===== src/rtl/wb_stage_skid_if.sv =====
`default_nettype none
// ============================================================================
// Module   : wb_stage_skid_if
// Brief    : Handshake, writeback, forwarding and counter bundle for wb_stage_skid.
// Revision : 1.0 - initial release
// ============================================================================
interface wb_stage_skid_if #(
    parameter int DATA_W  = 16,
    parameter int ADDR_W  = 3,
    parameter int COUNT_W = 16
);
    logic               flush;
    logic               in_valid;
    logic               in_ready;
    logic [DATA_W-1:0]  in_result;
    logic [ADDR_W-1:0]  in_addr;
    logic               in_we;
    logic               wb_valid;
    logic               wb_ready;
    logic               wb_we;
    logic [DATA_W-1:0]  wb_result;
    logic [ADDR_W-1:0]  wb_addr;
    logic [ADDR_W-1:0]  fwd_addr;
    logic               fwd_hit;
    logic [DATA_W-1:0]  fwd_data;
    logic [COUNT_W-1:0] retire_count;

    modport master (
        output flush, in_valid, in_result, in_addr, in_we, wb_ready, fwd_addr,
        input  in_ready, wb_valid, wb_we, wb_result, wb_addr, fwd_hit, fwd_data,
               retire_count
    );

    modport slave (
        input  flush, in_valid, in_result, in_addr, in_we, wb_ready, fwd_addr,
        output in_ready, wb_valid, wb_we, wb_result, wb_addr, fwd_hit, fwd_data,
               retire_count
    );
endinterface
`default_nettype wire


===== src/rtl/wb_stage_skid.sv =====
`default_nettype none
// ============================================================================
// Module   : wb_stage_skid
// Brief    : Writeback stage with 2-entry skid buffer, flush, r0 guard,
//            forwarding lookup and retire counter.
// Revision : 1.0 - initial release
// ============================================================================
module wb_stage_skid #(
    parameter int DATA_W      = 16,
    parameter int ADDR_W      = 3,
    parameter int ZERO_REG_RO = 1,
    parameter int COUNT_W     = 16
) (
    input  wire              clk,
    input  wire              reset,
    wb_stage_skid_if.slave   bus
);
    localparam logic c_ro_zero = (ZERO_REG_RO != 0);

    logic               r_head_v, r_head_we, r_skid_v, r_skid_we;
    logic [DATA_W-1:0]  r_head_data, r_skid_data;
    logic [ADDR_W-1:0]  r_head_addr, r_skid_addr;
    logic [COUNT_W-1:0] r_retire_count;

    logic w_accept, w_fire;
    logic w_head_zero, w_skid_zero;
    logic w_head_match, w_skid_match;

    // in_ready depends on registered state only, breaking the wb_ready path
    assign bus.in_ready = !r_skid_v;
    assign w_accept     = bus.in_valid && !r_skid_v && !bus.flush;
    assign w_fire       = r_head_v && bus.wb_ready && !bus.flush;

    assign w_head_zero  = c_ro_zero && (r_head_addr == '0);
    assign w_skid_zero  = c_ro_zero && (r_skid_addr == '0);

    assign bus.wb_valid     = r_head_v;
    assign bus.wb_result    = r_head_data;
    assign bus.wb_addr      = r_head_addr;
    assign bus.wb_we        = r_head_v && r_head_we && !bus.flush && !w_head_zero;
    assign bus.retire_count = r_retire_count;

    assign w_skid_match = r_skid_v && r_skid_we && (r_skid_addr == bus.fwd_addr) && !w_skid_zero;
    assign w_head_match = r_head_v && r_head_we && (r_head_addr == bus.fwd_addr) && !w_head_zero;

    always_comb begin
        bus.fwd_hit  = w_skid_match || w_head_match;
        bus.fwd_data = '0;
        if (w_skid_match)
            bus.fwd_data = r_skid_data;
        else if (w_head_match)
            bus.fwd_data = r_head_data;
    end

    always_ff @(posedge clk) begin
        if (reset) begin
            r_head_v       <= 1'b0;
            r_head_we      <= 1'b0;
            r_head_data    <= '0;
            r_head_addr    <= '0;
            r_skid_v       <= 1'b0;
            r_skid_we      <= 1'b0;
            r_skid_data    <= '0;
            r_skid_addr    <= '0;
            r_retire_count <= '0;
        end else if (bus.flush) begin
            r_head_v <= 1'b0;
            r_skid_v <= 1'b0;
        end else begin
            if (w_fire)
                r_retire_count <= r_retire_count + COUNT_W'(1);

            if (!r_head_v) begin
                if (w_accept) begin
                    r_head_v    <= 1'b1;
                    r_head_data <= bus.in_result;
                    r_head_addr <= bus.in_addr;
                    r_head_we   <= bus.in_we;
                end
            end else if (w_fire) begin
                if (r_skid_v) begin
                    // skid promotes to head; skid refills from input if accepted
                    r_head_data <= r_skid_data;
                    r_head_addr <= r_skid_addr;
                    r_head_we   <= r_skid_we;
                    r_skid_v    <= w_accept;
                    if (w_accept) begin
                        r_skid_data <= bus.in_result;
                        r_skid_addr <= bus.in_addr;
                        r_skid_we   <= bus.in_we;
                    end
                end else if (w_accept) begin
                    r_head_data <= bus.in_result;
                    r_head_addr <= bus.in_addr;
                    r_head_we   <= bus.in_we;
                end else begin
                    r_head_v <= 1'b0;
                end
            end else if (w_accept) begin
                r_skid_v    <= 1'b1;
                r_skid_data <= bus.in_result;
                r_skid_addr <= bus.in_addr;
                r_skid_we   <= bus.in_we;
            end
        end
    end
endmodule
`default_nettype wire


===== src/flat_wrapper.sv =====
// flat-port wrapper written by rule: the top's interface ports become plain ports
module wb_stage_skid_flat 
#(
    parameter int DATA_W      = 16,
    parameter int ADDR_W      = 3,
    parameter int ZERO_REG_RO = 1,
    parameter int COUNT_W     = 16
)
  (clk, reset, bus_flush, bus_in_valid, bus_in_result, bus_in_addr, bus_in_we, bus_wb_ready, bus_fwd_addr, bus_in_ready, bus_wb_valid, bus_wb_we, bus_wb_result, bus_wb_addr, bus_fwd_hit, bus_fwd_data, bus_retire_count);
  wb_stage_skid_if #(.DATA_W(DATA_W), .ADDR_W(ADDR_W), .COUNT_W(COUNT_W)) bus_i ();
  input  wire clk;
  input  wire reset;
  input wire logic [$bits(bus_i.flush)-1:0] bus_flush;
  input wire logic [$bits(bus_i.in_valid)-1:0] bus_in_valid;
  input wire logic [$bits(bus_i.in_result)-1:0] bus_in_result;
  input wire logic [$bits(bus_i.in_addr)-1:0] bus_in_addr;
  input wire logic [$bits(bus_i.in_we)-1:0] bus_in_we;
  input wire logic [$bits(bus_i.wb_ready)-1:0] bus_wb_ready;
  input wire logic [$bits(bus_i.fwd_addr)-1:0] bus_fwd_addr;
  output wire logic [$bits(bus_i.in_ready)-1:0] bus_in_ready;
  output wire logic [$bits(bus_i.wb_valid)-1:0] bus_wb_valid;
  output wire logic [$bits(bus_i.wb_we)-1:0] bus_wb_we;
  output wire logic [$bits(bus_i.wb_result)-1:0] bus_wb_result;
  output wire logic [$bits(bus_i.wb_addr)-1:0] bus_wb_addr;
  output wire logic [$bits(bus_i.fwd_hit)-1:0] bus_fwd_hit;
  output wire logic [$bits(bus_i.fwd_data)-1:0] bus_fwd_data;
  output wire logic [$bits(bus_i.retire_count)-1:0] bus_retire_count;
  assign bus_i.flush = bus_flush;
  assign bus_i.in_valid = bus_in_valid;
  assign bus_i.in_result = bus_in_result;
  assign bus_i.in_addr = bus_in_addr;
  assign bus_i.in_we = bus_in_we;
  assign bus_i.wb_ready = bus_wb_ready;
  assign bus_i.fwd_addr = bus_fwd_addr;
  assign bus_in_ready = bus_i.in_ready;
  assign bus_wb_valid = bus_i.wb_valid;
  assign bus_wb_we = bus_i.wb_we;
  assign bus_wb_result = bus_i.wb_result;
  assign bus_wb_addr = bus_i.wb_addr;
  assign bus_fwd_hit = bus_i.fwd_hit;
  assign bus_fwd_data = bus_i.fwd_data;
  assign bus_retire_count = bus_i.retire_count;
  wb_stage_skid #(.DATA_W(DATA_W), .ADDR_W(ADDR_W), .ZERO_REG_RO(ZERO_REG_RO), .COUNT_W(COUNT_W)) u_core (.clk(clk), .reset(reset), .bus(bus_i));
endmodule

===== config.mk =====
export PLATFORM = sky130hd
export DESIGN_NAME = wb_stage_skid_flat
export DESIGN_NICKNAME = d
export VERILOG_FILES = /design/src/rtl/wb_stage_skid_if.sv /design/src/rtl/wb_stage_skid.sv /design/src/flat_wrapper.sv
export SDC_FILE = /design/constraint.sdc
export NUM_CORES = 1
export LEC_CHECK = 0
export ABC_AREA = 1
export BUFFER_PORTS_ARGS = -buffer_cell sky130_fd_sc_hd__buf_2
export CAP_MARGIN = 20
export CORE_MARGIN = 5
export CORE_UTILIZATION = 50
export DETAILED_ROUTE_END_ITERATION = 16
export PLACE_DENSITY_LB_ADDON = 0.15
export SYNTH_ARGS = -nofsm -noshare
export SYNTH_HDL_FRONTEND = slang
export SYNTH_SLANG_ARGS = --single-unit
export TNS_END_PERCENT = 10

===== constraint.sdc =====
create_clock -name clk -period 1.8 [get_ports clk]
set_clock_uncertainty 0.2 [all_clocks]
set_input_delay 0.09 -clock clk [delete_from_list [all_inputs] [get_ports clk]]
set_output_delay 0.09 -clock clk [all_outputs]
set_load 0.05 [all_outputs]

==> metrics, run 1 <==
clk_lat worst skew=0.32 ns; status=finished with violations; violated checks=negative setup slack; CP Class=flip-flop to output port; dpl cells=610; Yosys cell types=29; Fillers=471; R2R Setup Slk=about 0.26 ns; number of global-route vias before repair=3255; GRT Total Usage=0.245; Worst Setup End Kind=output port; unrepaired setup endpoints after global routing=yes; CTS tree=built; commonest cells after routing, fill and taps aside=nand2_1 (89), nor2_1 (76), buf_2 (65), o21ai_0 (61), dfxtp_1 (49); Vias/cell=5.18; global-route wire length before repair=14900 um; cell family with most CP delay=simple AND/OR/NAND/NOR gates; chip width=between 80 and 90 um; total CTS buffers=9; Clk pwr share=0.371; Post-DRT Antenna Nets=0; Crit. path cell count=7; Placeable Area=roughly 0.006 mm^2; Final WS setup=-0.115 ns; Avg Synthesized Cell Area=approximately 6.6 um^2; switching pwr=between 0.7 and 0.8 mW; R2R depth=6; count of final max-slew check failures=0; ANT cells=0; PD cells=626 mW/mm^2; Critical Path RT=1.51 ns; Final Critical Period=1.91 ns; critical path's slowest cell=dfxtp_4; clk sink count=58; Lkg Pwr=between 2 and 2.5 nW; initial core utilization=0.513; crit start category=flip-flop; Power Internal=2.00 mW; max_slew headroom=0.731; Syn Nets=slightly below 500; FF+latch count, synth=between 50 and 60; root buffer cell=clkbuf_8; fin crit share=1.06; port buffer count=82; max cap viols=0; maximum clock path buffer count=2; via count=~3400; Top Ports=between 80 and 90; final net count=607; largest net degree at the start of global routing=41; Arrival @ worst endpoint=approximately 1.6 ns; sequential share of power=0.485; final hold vios=0; fmax=522 MHz; Remaining DRCs=0; first drt pass iteration count=6; cell area after synthesis=0.00302 mm^2; die height=87.7 um; Least-Margin Pin Slew=~0.40 ns; CP Cell Sequence=xor2_2 -> nor2_4 -> buf_6 -> nand3_4 -> nand3_2 -> nand2_2 -> buf_8; die footprint=0.00770 mm^2; max incr delay on CP=between 0.3 and 0.4 ns; Max VDD drop=0.387 mV; worst min-delay path class=primary input to flip-flop; Sw Ratio=0.276; H-tree depth=3; Worst-path clk slew=~0.070 ns; GP Congestion=approximately 0.84; Routed WL per cell=roughly 14 um; total negative slack=-1.54 ns; initial antenna violation count=0; Non-Filler Instances=around 660; Warnings, synthesis=0; Mapped Cells=between 400 and 500; Hold Path Depth=3; aggregate global routing overflow=0; sequential area share after synthesis=0.384; share of layout cells above drive strength 1=0.298; row cnt=28; Crit Path Max Fanout=8; area grow syn2layout=45.7%; commonest non-fill, non-tap cell in the layout=nand2_1; initial drt markers=between 200 and 250; HPWL after DPL=5890 um; Hold WS=around 0.041 ns; power share of the combinational group=0.143; final setup fails=17; worst path buffer plus inverter count=2; routed wire length=slightly above 9000 um
==> layer usage <==
metal,GRT usage,routed length (um),vias up
li1,-,-,1723
met1,0.294,3810,1556
met2,0.430,4650,111
met3,0.0376,542,17
met4,0.110,201,0
met5,0,0,-
==> logic make-up after synthesis <==
| family | after synthesis | synth area share |
|---|---|---|
| fa+ha+maj | 1 | 0.00414 |
| xor+xnor | 5 | 0.0145 |
| simple gates | 239 | 0.341 |
| buf+inv | 73 | 0.105 |
| compound gates | 85 | 0.151 |
| flops | 58 | 0.384 |
==> registers in the layout, summed over array words and instances, names as in the netlist <==
| register | flops |
|---|---|
| u_core.bus.wb_addr | 3 |
| u_core.bus.retire_count | 16 |
| u_core.r_skid_we | 1 |
| u_core.r_skid_data | 16 |
| u_core.r_skid_v | 1 |
| u_core.r_skid_addr | 3 |
| u_core.bus.wb_valid | 1 |
| u_core.r_head_we | 1 |
| u_core.bus.wb_result | 16 |
==> power by group through the flow <==
| stage | sequential (mW) | combinational, mW | clock [mW] |
|---|---|---|---|
| after detailed placement | 1.37 | 0.319 | 0 |
| after global placement | 1.37 | 0.315 | 0 |
| after floorplan | 1.44 | 0.128 | 0 |
| after CTS | 1.34 | 0.388 | 1.05 |
| final | 1.34 | 0.395 | 1.02 |
| after global routing | 1.34 | 0.426 | 1.11 |
==> cell type report <==
class                      count  area (um^2)  area share
timing repair buffer         126         1050       0.239
clock inverter                 3         15.0     0.00341
clock buffer                  13          149      0.0338
multi-input combinational    332         1720       0.390
sequential                    58         1180       0.269
inverter                      51          191      0.0435
tap                           75         93.8      0.0213
==> synthesized netlist by cell type (all sizes together) <==
cell type | instances | area (um^2)
a21oi | 13 | 87.6
a31oi | 1 | 6.26
buf | 13 | 87.6
clkbuf | 9 | 37.5
dfxtp | 58 | 1160
ha | 1 | 12.5
inv | 51 | 191
nand2 | 106 | 400
nand3 | 28 | 163
nand4 | 20 | 125
nor2 | 82 | 325
nor3 | 2 | 10.0
nor3b | 1 | 7.51
o211a | 1 | 10.0
o21ai | 69 | 345
o21bai | 1 | 7.51
xnor2 | 3 | 26.3
xor2 | 2 | 17.5
==> path summary, 6_finish.rpt <==
| kind | startpoint | end |
|---|---|---|
| hold / removal | reset | u_core.r_skid_data[2] |
| setup reg to reg | u_core.bus.retire_count[1] | u_core.bus.retire_count[12] |
| hold reg to reg | u_core.bus.wb_addr[1] | u_core.bus.wb_addr[1] |
| setup / recovery | u_core.r_skid_addr[1] | bus_fwd_data[13] |
==> tightest hold or removal path, cell delays in order <==
cell and delay, ns:
buf_2 0.11, buf_4 0.22, nor2_1 0.11
==> per-stage QoR <==
stage / cell area, um^2 / total power, mW / util / setup slack [ns]
finish: 4400 / 2.75 / 0.748 / -0.115
floorplan: 3070 / 1.57 / - / 0.0188
CTS: 4380 / 2.77 / 0.744 / -0.116
global route: 4400 / 2.88 / 0.748 / -0.201
detailed placement: 3620 / 1.69 / 0.616 / 0.0957
global placement: 3620 / 1.68 / 0.616 / 0.136
==> repair_timing <==
item,in CTS,in global routing
buffers inserted,6,0
gates cloned,3,0
pin swaps,21,3
hold buffers,23,0
setup endpoints to repair,17,19
resized for setup,76,6
endpoints found under the hold margin,43,0
No activity file was read; power rests on OpenSTA's default activity.
==> run 2, diff against run 1 <==
--- a/config.mk
+++ b/config.mk
@@ -8,10 +8,9 @@
 export ABC_AREA = 1
 export BUFFER_PORTS_ARGS = -buffer_cell sky130_fd_sc_hd__buf_2
 export CAP_MARGIN = 20
-export CORE_MARGIN = 5
 export CORE_UTILIZATION = 50
 export DETAILED_ROUTE_END_ITERATION = 16
-export PLACE_DENSITY_LB_ADDON = 0.15
+export PLACE_DENSITY_LB_ADDON = 0.25
 export SYNTH_ARGS = -nofsm -noshare
 export SYNTH_HDL_FRONTEND = slang
 export SYNTH_SLANG_ARGS = --single-unit
==> metrics, run 2 (synthesized netlist as in run 1, its figures left out) <==
maximum clock path buffer count=2 (unchanged); fin crit share=1.11 (+0.0414); share of layout cells above drive strength 1=0.312 (+0.0135); Critical Path RT=1.51 ns (about the same); aggregate global routing overflow=0 (unchanged); Routed WL per cell=14.7 um (+4.8%); total negative slack=-2.46 ns (-0.917 ns); clk sink count=58 (unchanged); root buffer cell=clkbuf_8; commonest non-fill, non-tap cell in the layout=nand2_1; Post-Route Utilization=0.784 (+0.0361); CTS tree=built; cell family with most CP delay=buffers and inverters; critical path's slowest cell=dfxtp_2; sequential share of power=0.460 (-0.025); die height=79.7 um (-9.1%); final net count=618 (+1.8%); final hold vios=0 (unchanged); Final WS setup=-0.189 ns (-0.0746 ns); initial antenna violation count=0 (unchanged); Hold WS=0.0315 ns (-0.00986 ns); fmax=503 MHz (-3.7%); GRT Total Usage=0.326 (+0.0805); R2R depth=8 (+2); switching pwr=0.789 mW (+3.9%); worst min-delay path class=primary input to flip-flop; GP Congestion=0.843 (+0.25%); Hold Path End=u_core.bus.wb_result[15]; Worst R2R End=u_core.bus.wb_result[0]; initial core utilization=0.532 (+0.0190); number of global-route vias before repair=3527 (+8.4%); Post-DRT Antenna Nets=0 (unchanged); die footprint=0.00636 mm^2 (-17%); Remaining DRCs=0 (unchanged); first drt pass iteration count=5 (-1); Placeable Area=0.00568 mm^2 (-3.6%); H-tree depth=3 (unchanged); largest net degree at the start of global routing=41 (unchanged); initial drt markers=352 (+66%); status=finished with violations; area grow syn2layout=47.3%; Finished Cell Area=0.00445 mm^2 (+1.1%); count of final max-slew check failures=0 (unchanged); CP Cell Sequence=xor2_2 -> nor2_4 -> buf_4 -> buf_4 -> nand4_1 -> nand2_2 -> buf_8; Max VDD drop=0.497 mV (+28%); Worst Setup End Kind=output port; dpl cells=612 (+0.33%); hold path start=bus_in_valid; Reg-to-Reg Start=u_core.bus.wb_valid; global-route wire length before repair=15800 um (+6.3%); Non-Filler Instances=665 (+1.1%); routed wire length=9750 um (+5.9%); crit start category=flip-flop; power share of the combinational group=0.136 (-0.007); R2R Setup Slk=0.05 ns (-0.21 ns); ANT cells=0 (unchanged); max incr delay on CP=0.34 ns (-0.02 ns); Worst-path clk slew=0.07 ns (about the same); Least-Margin Pin Slew=0.376 ns (-0.0273 ns); Sw Ratio=0.271 (-0.00503); Final Critical Period=1.99 ns (+0.0746 ns); violated checks=negative setup slack; total CTS buffers=9 (unchanged); Hold Path Depth=4 (+1); Vias/cell=5.47 (+5.7%); CP dominant cell by count=buf_4; HPWL after DPL=5570 um (-5.5%); max_slew headroom=0.749 (+0.0182); Arrival @ worst endpoint=1.70 ns (+0.08 ns); max cap viols=0 (unchanged); via count=3638 (+6.8%); PD cells=655 mW/mm^2 (+4.7%); Placed Area=0.00362 mm^2 (-0.10%); Clk pwr share=0.404 (+0.033); CP Class=flip-flop to output port; clk_lat worst skew=0.34 ns (+0.02 ns); Crit Path Max Fanout=6 (-2); port buffer count=82 (unchanged); unrepaired setup endpoints after global routing=yes; Top Ports=83 (unchanged); chip width=79.7 um (-9.1%); worst path buffer plus inverter count=3 (+1); final setup fails=17 (unchanged); Lkg Pwr=2.12 nW (+2.7%); row cnt=27 (-3.6%); commonest cells after routing, fill and taps aside=nand2_1 (91), nor2_1 (77), buf_2 (65), o21ai_0 (61), dfxtp_1 (49); Power Internal=2.13 mW (+6.5%); Setup crit start=u_core.r_skid_addr[1]
[run 2: cell count changes in the layout (fill, tap and decap cells not counted), sizes merged]
cell    before  now
buf        103  113
bufinv       0    1
clkinv       3    2
[run 2: final cells by class]
cell class,count,area (um^2)
timing repair buffer,137,1090
sequential,58,1180
clock buffer,12,145
clock inverter,3,40.0
fill,415,1220
tap,72,90.1
multi-input combinational,332,1710
inverter,51,191
[run 2: through the flow]
stage | power [mW] | setup WS, ns
floorplan | 1.57 | 0.0188
global placement | 1.67 | 0.0996
detailed placement | 1.68 | 0.0391
CTS | 2.91 | -0.140
global route | 3.02 | -0.259
finish | 2.91 | -0.189
[run 2: worst max path at each step]
stage	endpoint	slack [ns]	cells after the start
2_1_floorplan	bus_fwd_data[11]	0.02	8
3_3_place_gp	bus_fwd_data[10]	0.1	6
3_5_place_dp	bus_fwd_data[10]	0.04	6
4_1_cts	bus_fwd_data[3]	-0.14	7
5_1_grt	bus_fwd_data[12]	-0.26	7
6_report	bus_fwd_data[4]	-0.19	7
[run 2: repair_timing]
action                                 CTS  global route
buffers inserted                        10             2
pin swaps                                9             9
hold buffers                            23             0
resized for setup                       70             9
setup endpoints to repair               17            18
endpoints found under the hold margin   44             0
cloned                                   3             0
[run 2: power by group through the flow]
stage | logic [mW] | clock network [mW] | registers (mW)
2_1_floorplan | 0.128 | 0 | 1.44
3_3_place_gp | 0.309 | 0 | 1.36
3_5_place_dp | 0.314 | 0 | 1.37
4_1_cts | 0.379 | 1.19 | 1.34
5_1_grt | 0.428 | 1.25 | 1.34
6_report | 0.396 | 1.18 | 1.34
[run 2: tightest hold or removal path, delay by kind of cell]
kind	cells	cell delay (ns)
buf+inv	1	0.08
simple gates	2	0.28
compound gates	1	0.07
[run 2: layer usage]
metal / share of wire / global-route usage / vias to the layer above
met2: 0.51 / 0.587 / 189
met4: 0.031 / 0.163 / 0
met3: 0.071 / 0.0789 / 24
met5: 0 / 0 / -
li1: - / - / 1748
met1: 0.39 / 0.352 / 1677
